===== src/rtl/alu_pkg.sv =====
// alu_pkg: operand width, opcode encoding and the result/flags bundle
// shared by alu_core and alu_pipe_stage.
package alu_pkg;

  localparam int WIDTH = 32;
  localparam int OPW   = 3;

  typedef enum logic [OPW-1:0] {
    OP_AND = 3'b000,
    OP_OR  = 3'b001,
    OP_ADD = 3'b010,
    OP_XOR = 3'b011,
    OP_NOR = 3'b100,
    OP_SLT = 3'b101,
    OP_SUB = 3'b110,
    OP_SLL = 3'b111
  } alu_op_e;

  typedef struct packed {
    logic [WIDTH-1:0] r;
    logic             zero;
    logic             carry;
    logic             ovf;
  } alu_res_t;

endpackage


===== src/rtl/add_32.sv =====
// add_32: 32-bit adder with carry-in and carry-out; subtraction is done by
// the caller feeding ~b with cin = 1.
module add_32 (
  input  logic [31:0] a,
  input  logic [31:0] b,
  input  logic        cin,
  output logic [31:0] sum,
  output logic        cout
);
  assign {cout, sum} = {1'b0, a} + {1'b0, b} + {32'b0, cin};
endmodule


===== src/rtl/alu_core.sv =====
// alu_core: purely combinational ALU built from the 32-bit units, muxed by
// opcode, producing the result plus zero/carry/overflow flags.
module alu_core
  import alu_pkg::*;
(
  input  logic [OPW-1:0]   op,
  input  logic [WIDTH-1:0] a,
  input  logic [WIDTH-1:0] b,
  output alu_res_t         res
);

  alu_op_e          op_e;
  logic [WIDTH-1:0] and_y;
  logic [WIDTH-1:0] or_y;
  logic [WIDTH-1:0] xor_y;
  logic [WIDTH-1:0] nor_y;
  logic [WIDTH-1:0] sll_y;
  logic [WIDTH-1:0] add_b;
  logic [WIDTH-1:0] sum;
  logic             use_sub;
  logic             cout;
  logic             ovf_raw;

  assign op_e = alu_op_e'(op);

  // SLT shares the subtract path: signed A<B is the difference sign corrected by overflow
  assign use_sub = (op_e == OP_SUB) || (op_e == OP_SLT);
  assign add_b   = use_sub ? ~b : b;
  assign ovf_raw = (a[WIDTH-1] == add_b[WIDTH-1]) && (sum[WIDTH-1] != a[WIDTH-1]);

  and_32 u_and (.a(a), .b(b), .y(and_y));
  or_32  u_or  (.a(a), .b(b), .y(or_y));
  xor_32 u_xor (.a(a), .b(b), .y(xor_y));
  nor_32 u_nor (.a(a), .b(b), .y(nor_y));
  add_32 u_add (.a(a), .b(add_b), .cin(use_sub), .sum(sum), .cout(cout));
  sll_32 u_sll (.a(a), .shamt(b[4:0]), .y(sll_y));

  always_comb begin
    res = '0;
    case (op_e)
      OP_AND: res.r = and_y;
      OP_OR:  res.r = or_y;
      OP_XOR: res.r = xor_y;
      OP_NOR: res.r = nor_y;
      OP_SLL: res.r = sll_y;
      OP_SLT: res.r = {{(WIDTH-1){1'b0}}, sum[WIDTH-1] ^ ovf_raw};
      OP_ADD, OP_SUB: begin
        res.r     = sum;
        res.carry = cout;
        res.ovf   = ovf_raw;
      end
      default: res.r = '0;
    endcase
    res.zero = (res.r == '0);
  end

endmodule


===== src/rtl/and_32.sv =====
// and_32: 32-bit bitwise AND unit.
module and_32 (
  input  logic [31:0] a,
  input  logic [31:0] b,
  output logic [31:0] y
);
  assign y = a & b;
endmodule


===== src/rtl/nor_32.sv =====
// nor_32: 32-bit bitwise NOR unit.
module nor_32 (
  input  logic [31:0] a,
  input  logic [31:0] b,
  output logic [31:0] y
);
  assign y = ~(a | b);
endmodule


===== src/rtl/or_32.sv =====
// or_32: 32-bit bitwise OR unit.
module or_32 (
  input  logic [31:0] a,
  input  logic [31:0] b,
  output logic [31:0] y
);
  assign y = a | b;
endmodule


===== src/rtl/sll_32.sv =====
// sll_32: 32-bit logical left shift by a 5-bit amount.
module sll_32 (
  input  logic [31:0] a,
  input  logic [4:0]  shamt,
  output logic [31:0] y
);
  assign y = a << shamt;
endmodule


===== src/rtl/xor_32.sv =====
// xor_32: 32-bit bitwise XOR unit.
module xor_32 (
  input  logic [31:0] a,
  input  logic [31:0] b,
  output logic [31:0] y
);
  assign y = a ^ b;
endmodule


===== src/rtl/alu_pipe_stage.sv =====
// alu_pipe_stage: two-register valid/ready ALU stage (operands, then result).
// Optional sticky overflow flag enabled by defining ALU_STICKY_OVF_EN.
module alu_pipe_stage #(
  parameter int WIDTH = 32,
  parameter int OPW   = 3
) (
  input  logic             clk,
  input  logic             rst_n,
  input  logic             in_valid,
  output logic             in_ready,
  input  logic [OPW-1:0]   in_op,
  input  logic [WIDTH-1:0] in_a,
  input  logic [WIDTH-1:0] in_b,
  output logic             out_valid,
  input  logic             out_ready,
  output logic [WIDTH-1:0] out_r,
  output logic             out_zero,
  output logic             out_carry,
  output logic             out_ovf
`ifdef ALU_STICKY_OVF_EN
  ,
  output logic             ovf_sticky,
  input  logic             ovf_clr
`endif
);

  import alu_pkg::*;

  logic             v1;
  logic             v2;
  logic [OPW-1:0]   op_q;
  logic [WIDTH-1:0] a_q;
  logic [WIDTH-1:0] b_q;
  logic             load1;
  logic             load2;
  alu_res_t         core_res;

  // Stage 1 can refill on the same edge it hands off, so readiness looks through to stage 2
  assign in_ready  = !v1 || !v2 || out_ready;
  assign load1     = in_valid && in_ready;
  assign load2     = v1 && (!v2 || out_ready);
  assign out_valid = v2;

  alu_core u_core (
    .op  (op_q),
    .a   (a_q),
    .b   (b_q),
    .res (core_res)
  );

  always_ff @(posedge clk or negedge rst_n) begin
    if (!rst_n) begin
      v1   <= 1'b0;
      op_q <= '0;
      a_q  <= '0;
      b_q  <= '0;
    end else if (load1) begin
      v1   <= 1'b1;
      op_q <= in_op;
      a_q  <= in_a;
      b_q  <= in_b;
    end else if (load2) begin
      v1   <= 1'b0;
    end
  end

  // Result is held untouched while the consumer stalls; only v2 drops after a consume
  always_ff @(posedge clk or negedge rst_n) begin
    if (!rst_n) begin
      v2        <= 1'b0;
      out_r     <= '0;
      out_zero  <= 1'b0;
      out_carry <= 1'b0;
      out_ovf   <= 1'b0;
    end else if (load2) begin
      v2        <= 1'b1;
      out_r     <= core_res.r;
      out_zero  <= core_res.zero;
      out_carry <= core_res.carry;
      out_ovf   <= core_res.ovf;
    end else if (out_ready) begin
      v2        <= 1'b0;
    end
  end

`ifdef ALU_STICKY_OVF_EN
  // A new overflow takes priority over a coincident clear
  always_ff @(posedge clk or negedge rst_n) begin
    if (!rst_n) begin
      ovf_sticky <= 1'b0;
    end else if (load2 && core_res.ovf) begin
      ovf_sticky <= 1'b1;
    end else if (ovf_clr) begin
      ovf_sticky <= 1'b0;
    end
  end
`endif

endmodule

===== config.mk =====
export PLATFORM = sky130hd
export DESIGN_NAME = alu_pipe_stage
export DESIGN_NICKNAME = d
export VERILOG_FILES = /design/src/rtl/alu_pkg.sv /design/src/rtl/add_32.sv /design/src/rtl/alu_core.sv /design/src/rtl/and_32.sv /design/src/rtl/nor_32.sv /design/src/rtl/or_32.sv /design/src/rtl/sll_32.sv /design/src/rtl/xor_32.sv /design/src/rtl/alu_pipe_stage.sv
export SDC_FILE = /design/constraint.sdc
export NUM_CORES = 1
export LEC_CHECK = 0
export CAP_MARGIN = 10
export CORE_MARGIN = 8
export CORE_UTILIZATION = 63
export CTS_CLUSTER_DIAMETER = 100
export DETAILED_ROUTE_END_ITERATION = 10
export GPL_TIMING_DRIVEN = 0
export PLACE_DENSITY = 0.88
export SETUP_SLACK_MARGIN = 0.4
export SYNTH_ARGS = -nofsm -noshare
export SYNTH_HDL_FRONTEND = slang
export SYNTH_SLANG_ARGS = --single-unit

===== constraint.sdc =====
create_clock -name clk -period 9.3 [get_ports clk]
set_input_delay 1.86 -clock clk [delete_from_list [all_inputs] [get_ports clk]]
set_output_delay 1.86 -clock clk [all_outputs]
set_load 0.01 [all_outputs]

==> metrics.cfg <==
[critical_path]
critical_path_required_ps=9610
worstSetupPathType=register to register
reg2reg_slack_ps=3150
critPathLaunchType=register
rr_startpoint=op_q[2]
cp_max_fo=10
endpoint_kind=register
worst_r2r_endpoint=out_zero
cp_data_arrival_time_ps=6460
r2r_cells=17

[floorplan]
pin_count=108
initial_utilization_pct=63.9
die_width_um=142
core_um2=15800
dieArea_um2=20300
die_h_um=142
num_rows=46

[power_and_ir_drop]
ir_worst_vdd_v=0.000145
intPower_w=0.00149
leakage_nw=5.11
clkPwrFrac_pct=13.0
swShare_pct=47.1
p_switching_w=0.00133
p_seq_share_pct=24.6
comb_power_share_pct=62.4
powerDensity_nw_per_um2=241

[global_routing]
grt_max_degree=54
grt_pass1_vias=9640
grt_pass1_wl_um=54600
antenna_found_initial=0
grt-ovfl-total=0
track_usage_pct=35.1

[detailed_routing]
viasPerCell=6.89
wirelength_um=35700
routed.top_layer=met4
vias=9924
met1_length_um=13800
routed-wl-met3_um=4220
drt_iter0_markers=1226
dr.pass1.iters=8
wire_per_inst_um=24.8
dr_wl_met2_um=16400
drc_errors=0
drtAntennaViolNets=0

[layout]
drive_above_1_share_pct=12.7
layout_common_cells=106 x clkdlybuf4s50_1, 104 x dfrtp_1, 98 x ha_1
areaGrowthSynthToFinish_pct=16.2
final_common_cell=clkdlybuf4s50_1
final_nets=1390
diodes=0

[placement]
port_buffers=107
dp_hpwl_um=28200
gp_congestion=1.02

[synthesis]
synthCells=1101
syn-num-nets=1271
synth-seq-cells=104
yosys_warnings=0
ys_types=80
synthArstFlopShare_pct=100
synth_edf_count=0
seq_area_frac_synth_pct=25.8
avgSynthCellArea_um2=9.15
syn-cell-area_um2=10100
synthFlopType=dfrtp_1

[clocking]
hold_buffers=0
cts_setup_buffers=0
cts_buffers=9
cts_resized=0
path_clk_slew_ps=70
cts_sinks=104
cts-root-buf=clkbuf_16
clk_latency_ps=370
htree_levels=3
cts_tree=done
cts_buffer_depth=2

[worst_hold_path]
min_from=out_r[4]
hp-class=register to register
hold_end=out_r[4]
hold_depth=2

[sta]
layout_min_cycle_time_ps=6150
setup_violations=0
min_period_over_period_pct=66.2
rsz0062_at_grt=no
slew_violations=0
fin_worst_skew_ps=14.0
final.setup.tns_ps=0
hold_violations=0
hold-worst-slack_ps=479
tightest_slew_ps=1100
slew_headroom_pct=26.0
max_freq_mhz=163

[job]
maxCapViolations=0

[run_status]
status=complete, no violations

## registers in the layout, indices dropped and copies added, names as in the netlist
name	cells
out_r	32
out_zero	1
out_carry	1
out_ovf	1
op_q	3
b_q	32
v1	1
out_valid	1
a_q	32
## power by group through the flow
stage,Clock (W),Combinational [W],Sequential [W]
2_1_floorplan,0,0.00113,0.000678
3_3_place_gp,0,0.00166,0.000684
3_5_place_dp,0,0.00170,0.000694
4_1_cts,0.000365,0.00171,0.000685
5_1_grt,0.000380,0.00188,0.000701
6_report,0.000367,0.00176,0.000693
## through the flow
step | total power, W | cell area (um^2) | worst slack (ps) | std cells | util [%]
2_1_floorplan | 0.00181 | 10100 | 4910 | 1101 | -
3_3_place_gp | 0.00234 | 11400 | 2720 | 1424 | 72.4
3_5_place_dp | 0.00239 | 11400 | 3560 | 1425 | 72.6
4_1_cts | 0.00276 | 11700 | 3470 | 1440 | 74.2
5_1_grt | 0.00296 | 11700 | 3010 | 1440 | 74.2
6_report | 0.00282 | 11700 | 3150 | 1440 | 74.2
## final cells by class
cell class              instances  area (um^2)
multi-input cells             848         6870
flip-flops and latches        104         2600
inverters                      76          285
clock buffers                  11          233
clock inverters                 4         31.3
plain buffers                  73          317
repair buffers                108         1100
well taps                     216          270
fillers                      1223         4060
## routing by layer
layer | track usage [%] | vias to the layer above
li1 | - | 4300
met1 | 44.8 | 4796
met2 | 56.4 | 711
met3 | 7.51 | 117
met4 | 15.0 | 0
met5 | 0 | -
## worst max path at each step
stage	start	to	slack [ps]	depth (start not counted)
final	op_q[2]	out_zero	3150	17
after global routing	op_q[2]	out_zero	3010	16
after detailed placement	op_q[2]	out_zero	3560	17
after global placement	rst_n	out_r[30]	2720	1
after floorplan	op_q[2]	out_zero	4910	17
after CTS	op_q[2]	out_zero	3470	16
## synth_stat cells (all sizes together) (4+ instances only)
| library cell | count | area, um^2 |
|---|---|---|
| a21oi | 61 | 309 |
| ha | 98 | 1230 |
| o31ai | 8 | 60.1 |
| o22a | 4 | 35.0 |
| or4 | 4 | 30.0 |
| o21a | 9 | 67.6 |
| buf | 25 | 136 |
| a31oi | 4 | 25.0 |
| nor3 | 17 | 85.1 |
| and2 | 6 | 37.5 |
| dfrtp | 104 | 2600 |
| o211a | 6 | 60.1 |
| nor2 | 53 | 199 |
| xor2 | 8 | 70.1 |
| a21o | 15 | 113 |
| mux4 | 21 | 473 |
| o211ai | 4 | 30.0 |
| nand4 | 22 | 138 |
| nand2 | 91 | 342 |
| a22oi | 6 | 45.0 |
| nand3 | 12 | 60.1 |
| nand3b | 6 | 45.0 |
| o221ai | 4 | 35.0 |
| a222oi | 13 | 130 |
| a22o | 6 | 52.6 |
| a2111oi | 4 | 35.0 |
| o22ai | 11 | 68.8 |
| a21boi | 5 | 37.5 |
| nand2b | 6 | 37.5 |
| a221oi | 8 | 70.1 |
| and3 | 5 | 31.3 |
| mux2i | 45 | 450 |
| a221o | 5 | 50.1 |
| a211oi | 14 | 110 |
| o21ai | 70 | 350 |
| inv | 75 | 282 |
| clkbuf | 48 | 180 |
| o21bai | 4 | 30.0 |
| mux2 | 96 | 1100 |
| nor2b | 9 | 56.3 |
| and4 | 4 | 35.0 |
| xnor2 | 41 | 359 |
## cell families after synthesis
group / after synthesis / synth area share (%)
compound gates: 290 / 19.7
xor+xnor: 49 / 4.26
fa+ha+maj: 99 / 12.4
buf+inv: 149 / 5.97
flops: 104 / 25.8
mux: 162 / 20.0
simple gates: 248 / 11.8
## critical path, stage by stage, from the launching register on
cell      delay [ps]
dfrtp_1          340
buf_2            240
clkbuf_1         580
buf_1            550
nand2_1          330
buf_1            460
xnor2_1          340
ha_1             320
a21o_1           270
a221o_1          470
a311oi_1         510
nor2_1           200
o21ai_0          460
a211oi_1         140
nor3b_1          300
nand4_1          140
nor4_1           220
a41o_1           210
No activity file was read; power rests on OpenSTA's default activity.
